--- src/rtl/encoder_ctrl_pkg.sv ---
// Shared types and constants for the encoder frame sequencer.
// Latency: n/a (declarations only).
// Backpressure: n/a.
package encoder_ctrl_pkg;

    // Frame sequencer states
    typedef enum logic [1:0] {
        ST_IDLE  = 2'd0,
        ST_RUN   = 2'd1,
        ST_DRAIN = 2'd2,
        ST_FLUSH = 2'd3
    } enc_state_t;

    // Range register start value at the default 16-bit width: only the MSB set
    localparam logic [15:0] RANGE_INIT = 16'h8000;

endpackage

--- src/rtl/enc_pipe_valid.sv ---
// Valid/advance tracking for the stage-1 / stage-2 register pair.
// Latency: a symbol sits in stage 1 the cycle after acceptance and moves to stage 2 on the next unblocked edge.
// Backpressure: m_ready low with stage 2 full freezes stage 2; s_ready drops only when stage 1 cannot move on.
module enc_pipe_valid (
    input  logic clk,
    input  logic reset,
    input  logic stage_open,
    input  logic s_valid,
    input  logic m_ready,
    output logic va,
    output logic vb,
    output logic s1_en,
    output logic s2_en,
    output logic s_ready
);

    logic adv_b;

    // Advance conditions: stage 2 frees when empty or drained; stage 1 frees when it moves forward
    always_comb begin
        adv_b   = !vb || m_ready;
        s2_en   = va && adv_b;
        s_ready = stage_open && (!va || s2_en);
        s1_en   = s_valid && s_ready;
    end

    // Stage valid flags
    always_ff @(posedge clk or posedge reset) begin
        if (reset) begin
            va <= 1'b0;
            vb <= 1'b0;
        end else begin
            va <= s1_en || (va && !s2_en);
            vb <= s2_en || (vb && !m_ready);
        end
    end

endmodule

--- src/rtl/encoder_ctrl.sv ---
// Frame sequencer for the two-stage encoder: range register, stage load enables, IDLE/RUN/DRAIN/FLUSH FSM.
// Latency: symbol accepted at edge k is valid at the stage-2 output in cycle k+2; one symbol per cycle sustained.
// Backpressure: m_ready combinationally gates s2_en and s_ready (no skid); optional stats under ENCODER_CTRL_STATS_EN.
module encoder_ctrl
    import encoder_ctrl_pkg::*;
#(
    parameter int RANGE_WIDTH = 16,
    parameter int D_SIZE      = 5,
    parameter int CNT_WIDTH   = 32
) (
    input  logic                   clk,
    input  logic                   reset,
    input  logic                   frame_start,
    input  logic                   s_valid,
    output logic                   s_ready,
    input  logic                   s_last,
    output logic                   s1_en,
    output logic                   s2_en,
    input  logic [RANGE_WIDTH-1:0] stage2_out_range,
    output logic [RANGE_WIDTH-1:0] cur_range,
    output logic                   m_valid,
    input  logic                   m_ready,
    output logic                   flush,
    input  logic                   flush_done,
    output logic                   busy,
    output logic                   done,
    output logic [CNT_WIDTH-1:0]   sym_count,
    output logic [CNT_WIDTH-1:0]   stall_count
);

    // Place the package's MSB-only constant at the top of a 64-bit word, then shift it
    // down so the single set bit lands on bit RANGE_WIDTH-1 for any width
    localparam logic [63:0] RANGE_INIT_64 = {RANGE_INIT, 48'd0} >> (64 - RANGE_WIDTH);
    localparam logic [RANGE_WIDTH-1:0] RANGE_INIT_W = RANGE_INIT_64[RANGE_WIDTH-1:0];

    // Stage 2 owns the normalization shift; a shift field wider than the range is a mis-pairing
    if (D_SIZE > RANGE_WIDTH) begin : g_dsize_exceeds_range
    end

    enc_state_t state_q;
    enc_state_t state_d;
    logic       va;
    logic       vb;
    logic       stage_open;
    logic       start_go;

    assign start_go = (state_q == ST_IDLE) && frame_start;
    assign m_valid  = vb;

    enc_pipe_valid u_pipe (
        .clk        (clk),
        .reset      (reset),
        .stage_open (stage_open),
        .s_valid    (s_valid),
        .m_ready    (m_ready),
        .va         (va),
        .vb         (vb),
        .s1_en      (s1_en),
        .s2_en      (s2_en),
        .s_ready    (s_ready)
    );

    // FSM state register
    always_ff @(posedge clk or posedge reset) begin
        if (reset) begin
            state_q <= ST_IDLE;
        end else begin
            state_q <= state_d;
        end
    end

    // FSM next state: frame_start and flush_done only matter in their own states
    always_comb begin
        state_d = state_q;
        case (state_q)
            ST_IDLE:  if (frame_start)       state_d = ST_RUN;
            ST_RUN:   if (s1_en && s_last)   state_d = ST_DRAIN;
            ST_DRAIN: if (!va && !vb)        state_d = ST_FLUSH;
            ST_FLUSH: if (flush_done)        state_d = ST_IDLE;
            default:                         state_d = ST_IDLE;
        endcase
    end

    // FSM outputs decoded from the current state
    always_comb begin
        stage_open = (state_q == ST_RUN);
        flush      = (state_q == ST_FLUSH);
        busy       = (state_q != ST_IDLE);
    end

    // End-of-frame pulse, high for the cycle after flush completion is seen
    always_ff @(posedge clk or posedge reset) begin
        if (reset) begin
            done <= 1'b0;
        end else begin
            done <= (state_q == ST_FLUSH) && flush_done;
        end
    end

    // Running range: reinitialized at frame start, then follows stage 2 on every stage-2 load
    always_ff @(posedge clk or posedge reset) begin
        if (reset) begin
            cur_range <= RANGE_INIT_W;
        end else if (start_go) begin
            cur_range <= RANGE_INIT_W;
        end else if (s2_en) begin
            cur_range <= stage2_out_range;
        end
    end

`ifdef ENCODER_CTRL_STATS_EN
    logic [CNT_WIDTH-1:0] sym_q;
    logic [CNT_WIDTH-1:0] stall_q;

    // Per-frame saturating statistics, cleared on an accepted frame start
    always_ff @(posedge clk or posedge reset) begin
        if (reset) begin
            sym_q   <= '0;
            stall_q <= '0;
        end else if (start_go) begin
            sym_q   <= '0;
            stall_q <= '0;
        end else begin
            if (s1_en && (sym_q != '1)) begin
                sym_q <= sym_q + 1'b1;
            end
            if (vb && !m_ready && (stall_q != '1)) begin
                stall_q <= stall_q + 1'b1;
            end
        end
    end

    assign sym_count   = sym_q;
    assign stall_count = stall_q;
`else
    assign sym_count   = '0;
    assign stall_count = '0;
`endif

endmodule
--- config.mk ---
export PLATFORM = sky130hd
export DESIGN_NAME = encoder_ctrl
export DESIGN_NICKNAME = d
export VERILOG_FILES = /design/src/rtl/encoder_ctrl_pkg.sv /design/src/rtl/enc_pipe_valid.sv /design/src/rtl/encoder_ctrl.sv
export SDC_FILE = /design/constraint.sdc
export NUM_CORES = 1
export LEC_CHECK = 0
export ABC_AREA = 1
export CAP_MARGIN = 20
export CORE_UTILIZATION = 36
export DETAILED_ROUTE_END_ITERATION = 8
export GPL_ROUTABILITY_DRIVEN = 0
export PLACE_DENSITY = 0.93
export SYNTH_ARGS = -nofsm -noshare
export SYNTH_HDL_FRONTEND = slang
export SYNTH_SLANG_ARGS = --single-unit
--- constraint.sdc ---
create_clock -name clk -period 3.73 [get_ports clk]
set_input_delay 0.373 -clock clk [delete_from_list [all_inputs] [get_ports clk]]
set_output_delay 0.373 -clock clk [all_outputs]
set_load 0.02 [all_outputs]
==> impl_metrics.toml <==
[status]
status = "complete, no violations"

[detailed_routing]
ant_nets = 0
firstDrtPassIters = 4
wl_per_cell_um = 9.92
drt_iter0_drc = 17
via_count = 925
drc = 0
wirelength_um = 2410
routed_via_density = 3.81

[timing]
period_share_pct = 58.2
clock_skew_ns = 0.00214
slew_headroom_pct = 49.2
slew_viol_final = 0
fmax_mhz = 461
finalSetupViolations = 0
layout_min_cycle_time_ns = 2.17
tightest_slew_ns = 0.762
tns_ns = 0
fin_hold_ws_ns = 0.463
finalHoldViolCount = 0
rsz0062_at_grt = "no"

[clock_network]
cts_repair_resize_count = 0
cts.htree.levels = 1
holdBufCountCts = 0
clk_latency_ns = 0.25
path_clk_slew_ns = 0.07
root_buffer = "clkbuf_8"
cts_tree = "yes"
post_cts_buffers = 0
clk_path_buf_depth = 2
cts_buffers = 3
cts.sinks = 21

[floorplan]
coreArea_sq_um = 3720
fp-row-count = 22
ios = 110
initial_core_util_pct = 38.2
die-height_um = 64.8
die_w_um = 64.8
dieArea_sq_um = 4200

[global_route]
grt_usage_pct = 11.1
busiest_layer = "met2"
grtUsageMet2_pct = 21.0
first_global_vias = 793
antenna_found_initial = 0
grt_overflow_total = 0
grt_max_degree = 22
grt_first_pass_wirelength_um = 3550
grt_use_met1_pct = 11.9
grtUsageMet3_pct = 1.94

[power]
power_density_nw_per_um2 = 729
p_leak_nw = 0.909
ir_drop_mv = 0.209

[synth]
seq_area_frac_synth_pct = 37.1
syn_area_per_cell_sq_um = 9.53
synth_top_area_share_pct = 35.2
synthCells = 149
netlist_top_cells_area = "dfrtp_1 35%, buf_4 34%, a22o_1 6.2%, a22o_2 3.5%, ha_1 3.5%"
ys_ff_latch = 21
synth_area_sq_um = 1420
synth_area_leader_cell = "dfrtp_1"
synth_cell_types = 19
synth_warnings = 0

[setup_path]
critPathKind = "primary input to output pin"
path_max_fanout = 3
cp_cell_sequence = "clkdlybuf4s50_1 > inv_1 > nand3_1 > nand2_1 > nor2_1 > clkdlybuf4s50_1"
cp_slowest_cell = "clkdlybuf4s50_1"
crit_path_max_incr_delay_ns = 0.60
path_common_cell = "clkdlybuf4s50_1"
cp-start-kind = "primary input"
regToRegSetupSlack_ns = 2.24
rr_endpoint = "cur_range[12]"
arrival_ns = 1.80
cp.buffers_inverters = 3
crit_path_end_kind = "output pin"
reg2reg_from = "state_q[0]"
cp_top_family = "buffers and inverters"
crit_required_ns = 3.36
reg2reg_depth = 6

[placed_design]
dp_hpwl_um = 1920
io_buffers = 45

[finish]
fillCellCount = 369
multi_input_area_sq_um = 572
final_common_cell = "conb_1"
layout_common_cells = "64 x conb_1, 45 x clkdlybuf4s50_1, 20 x dfrtp_1"
drive_gt1_share_pct = 7.69
fin_nets = 223
seqCellArea_sq_um = 527
syn_to_final_growth_pct = 20.4
n_antenna_cell = 0

[min_path]
whs_path_depth = 2
worstHoldStart = "cur_range[15]"
worst_hold_path_type = "flop to flop"
min_to = "cur_range[15]"

[job]
maxCapViolCount = 0
where the power goes:
| group | leakage [nW] | switching [W] | total (W) | internal [W] |
|---|---|---|---|---|
| sequential | 0.275 | 0.0000601 | 0.000387 | 0.000327 |
| clock | 0.0228 | 0.0000684 | 0.000144 | 0.0000759 |
| combinational | 0.612 | 0.000401 | 0.000715 | 0.000314 |
| total | 0.909 | 0.000529 | 0.00125 | 0.000717 |
through the flow:
| step | utilization (%) | worst slack [ns] | std cells | area (sq um) | total power (W) |
|---|---|---|---|---|---|
| 3_3_place_gp | 44.8 | 1.61 | 239 | 1660 | 0.00109 |
| 2_1_floorplan | - | 2.36 | 212 | 1660 | 0.000893 |
| 3_5_place_dp | 44.8 | 1.54 | 239 | 1660 | 0.00111 |
| 5_1_grt | 46.0 | 1.48 | 243 | 1710 | 0.00134 |
| 4_1_cts | 46.0 | 1.54 | 243 | 1710 | 0.00126 |
| 6_report | 46.0 | 1.56 | 243 | 1710 | 0.00125 |
final cells by class:
| class | count | share of cell area [%] |
|---|---|---|
| tap | 48 | 3.51 |
| multi-input combinational | 111 | 33.5 |
| timing repair buffer | 45 | 26.4 |
| clock buffer | 4 | 2.64 |
| inverter | 14 | 3.22 |
| sequential | 21 | 30.8 |
cells by family (layout without fill, tap and decap cells):
family	after synthesis	in the layout	synth area share (%)
AND/OR/NAND/NOR	25	25	8.99
buffers and inverters	80	63	39.3
flip-flops	21	21	37.1
adder cells (fa/ha/maj)	4	4	3.52
other	1	64	0.264
AO/OA/AOI/OAI	18	18	10.8
cell usage after synthesis (all sizes together):
master / count
buf: 66
a22o: 15
ha: 4
conb: 1
dfrtp: 20
dfstp: 1
nand3: 3
nand4: 1
nand2: 16
inv: 14
nor2: 5
o22ai: 1
o21ai: 2
sequential cells by signal, summed over array words and instances (netlist names):
| register | flops |
|---|---|
| cur_range | 16 |
| done | 1 |
| state_q | 2 |
| u_pipe.va | 1 |
| u_pipe.vb | 1 |
tightest hold or removal path: cells and delay by family (launching register included):
kind | cells | cell delay, ns
flip-flops | 1 | 0.37
AND/OR/NAND/NOR | 2 | 0.09
per-layer routing:
| metal | up-vias | part of all wire (%) |
|---|---|---|
| met1 | 425 | 37 |
| met2 | 58 | 53 |
| li1 | 438 | - |
| met3 | 4 | 8.7 |
| met4 | 0 | 1.2 |
| met5 | - | 0 |
worst max-delay path by stage:
stage | depth (start not counted) | slack (ns) | endpoint | start
6_report | 6 | 1.56 | s1_en | m_ready
5_1_grt | 6 | 1.48 | s1_en | m_ready
4_1_cts | 6 | 1.54 | s1_en | m_ready
3_5_place_dp | 6 | 1.54 | s1_en | m_ready
3_3_place_gp | 6 | 1.61 | s1_en | m_ready
2_1_floorplan | 4 | 2.36 | s1_en | state_q[1]
(Power assumes the default switching activity.)
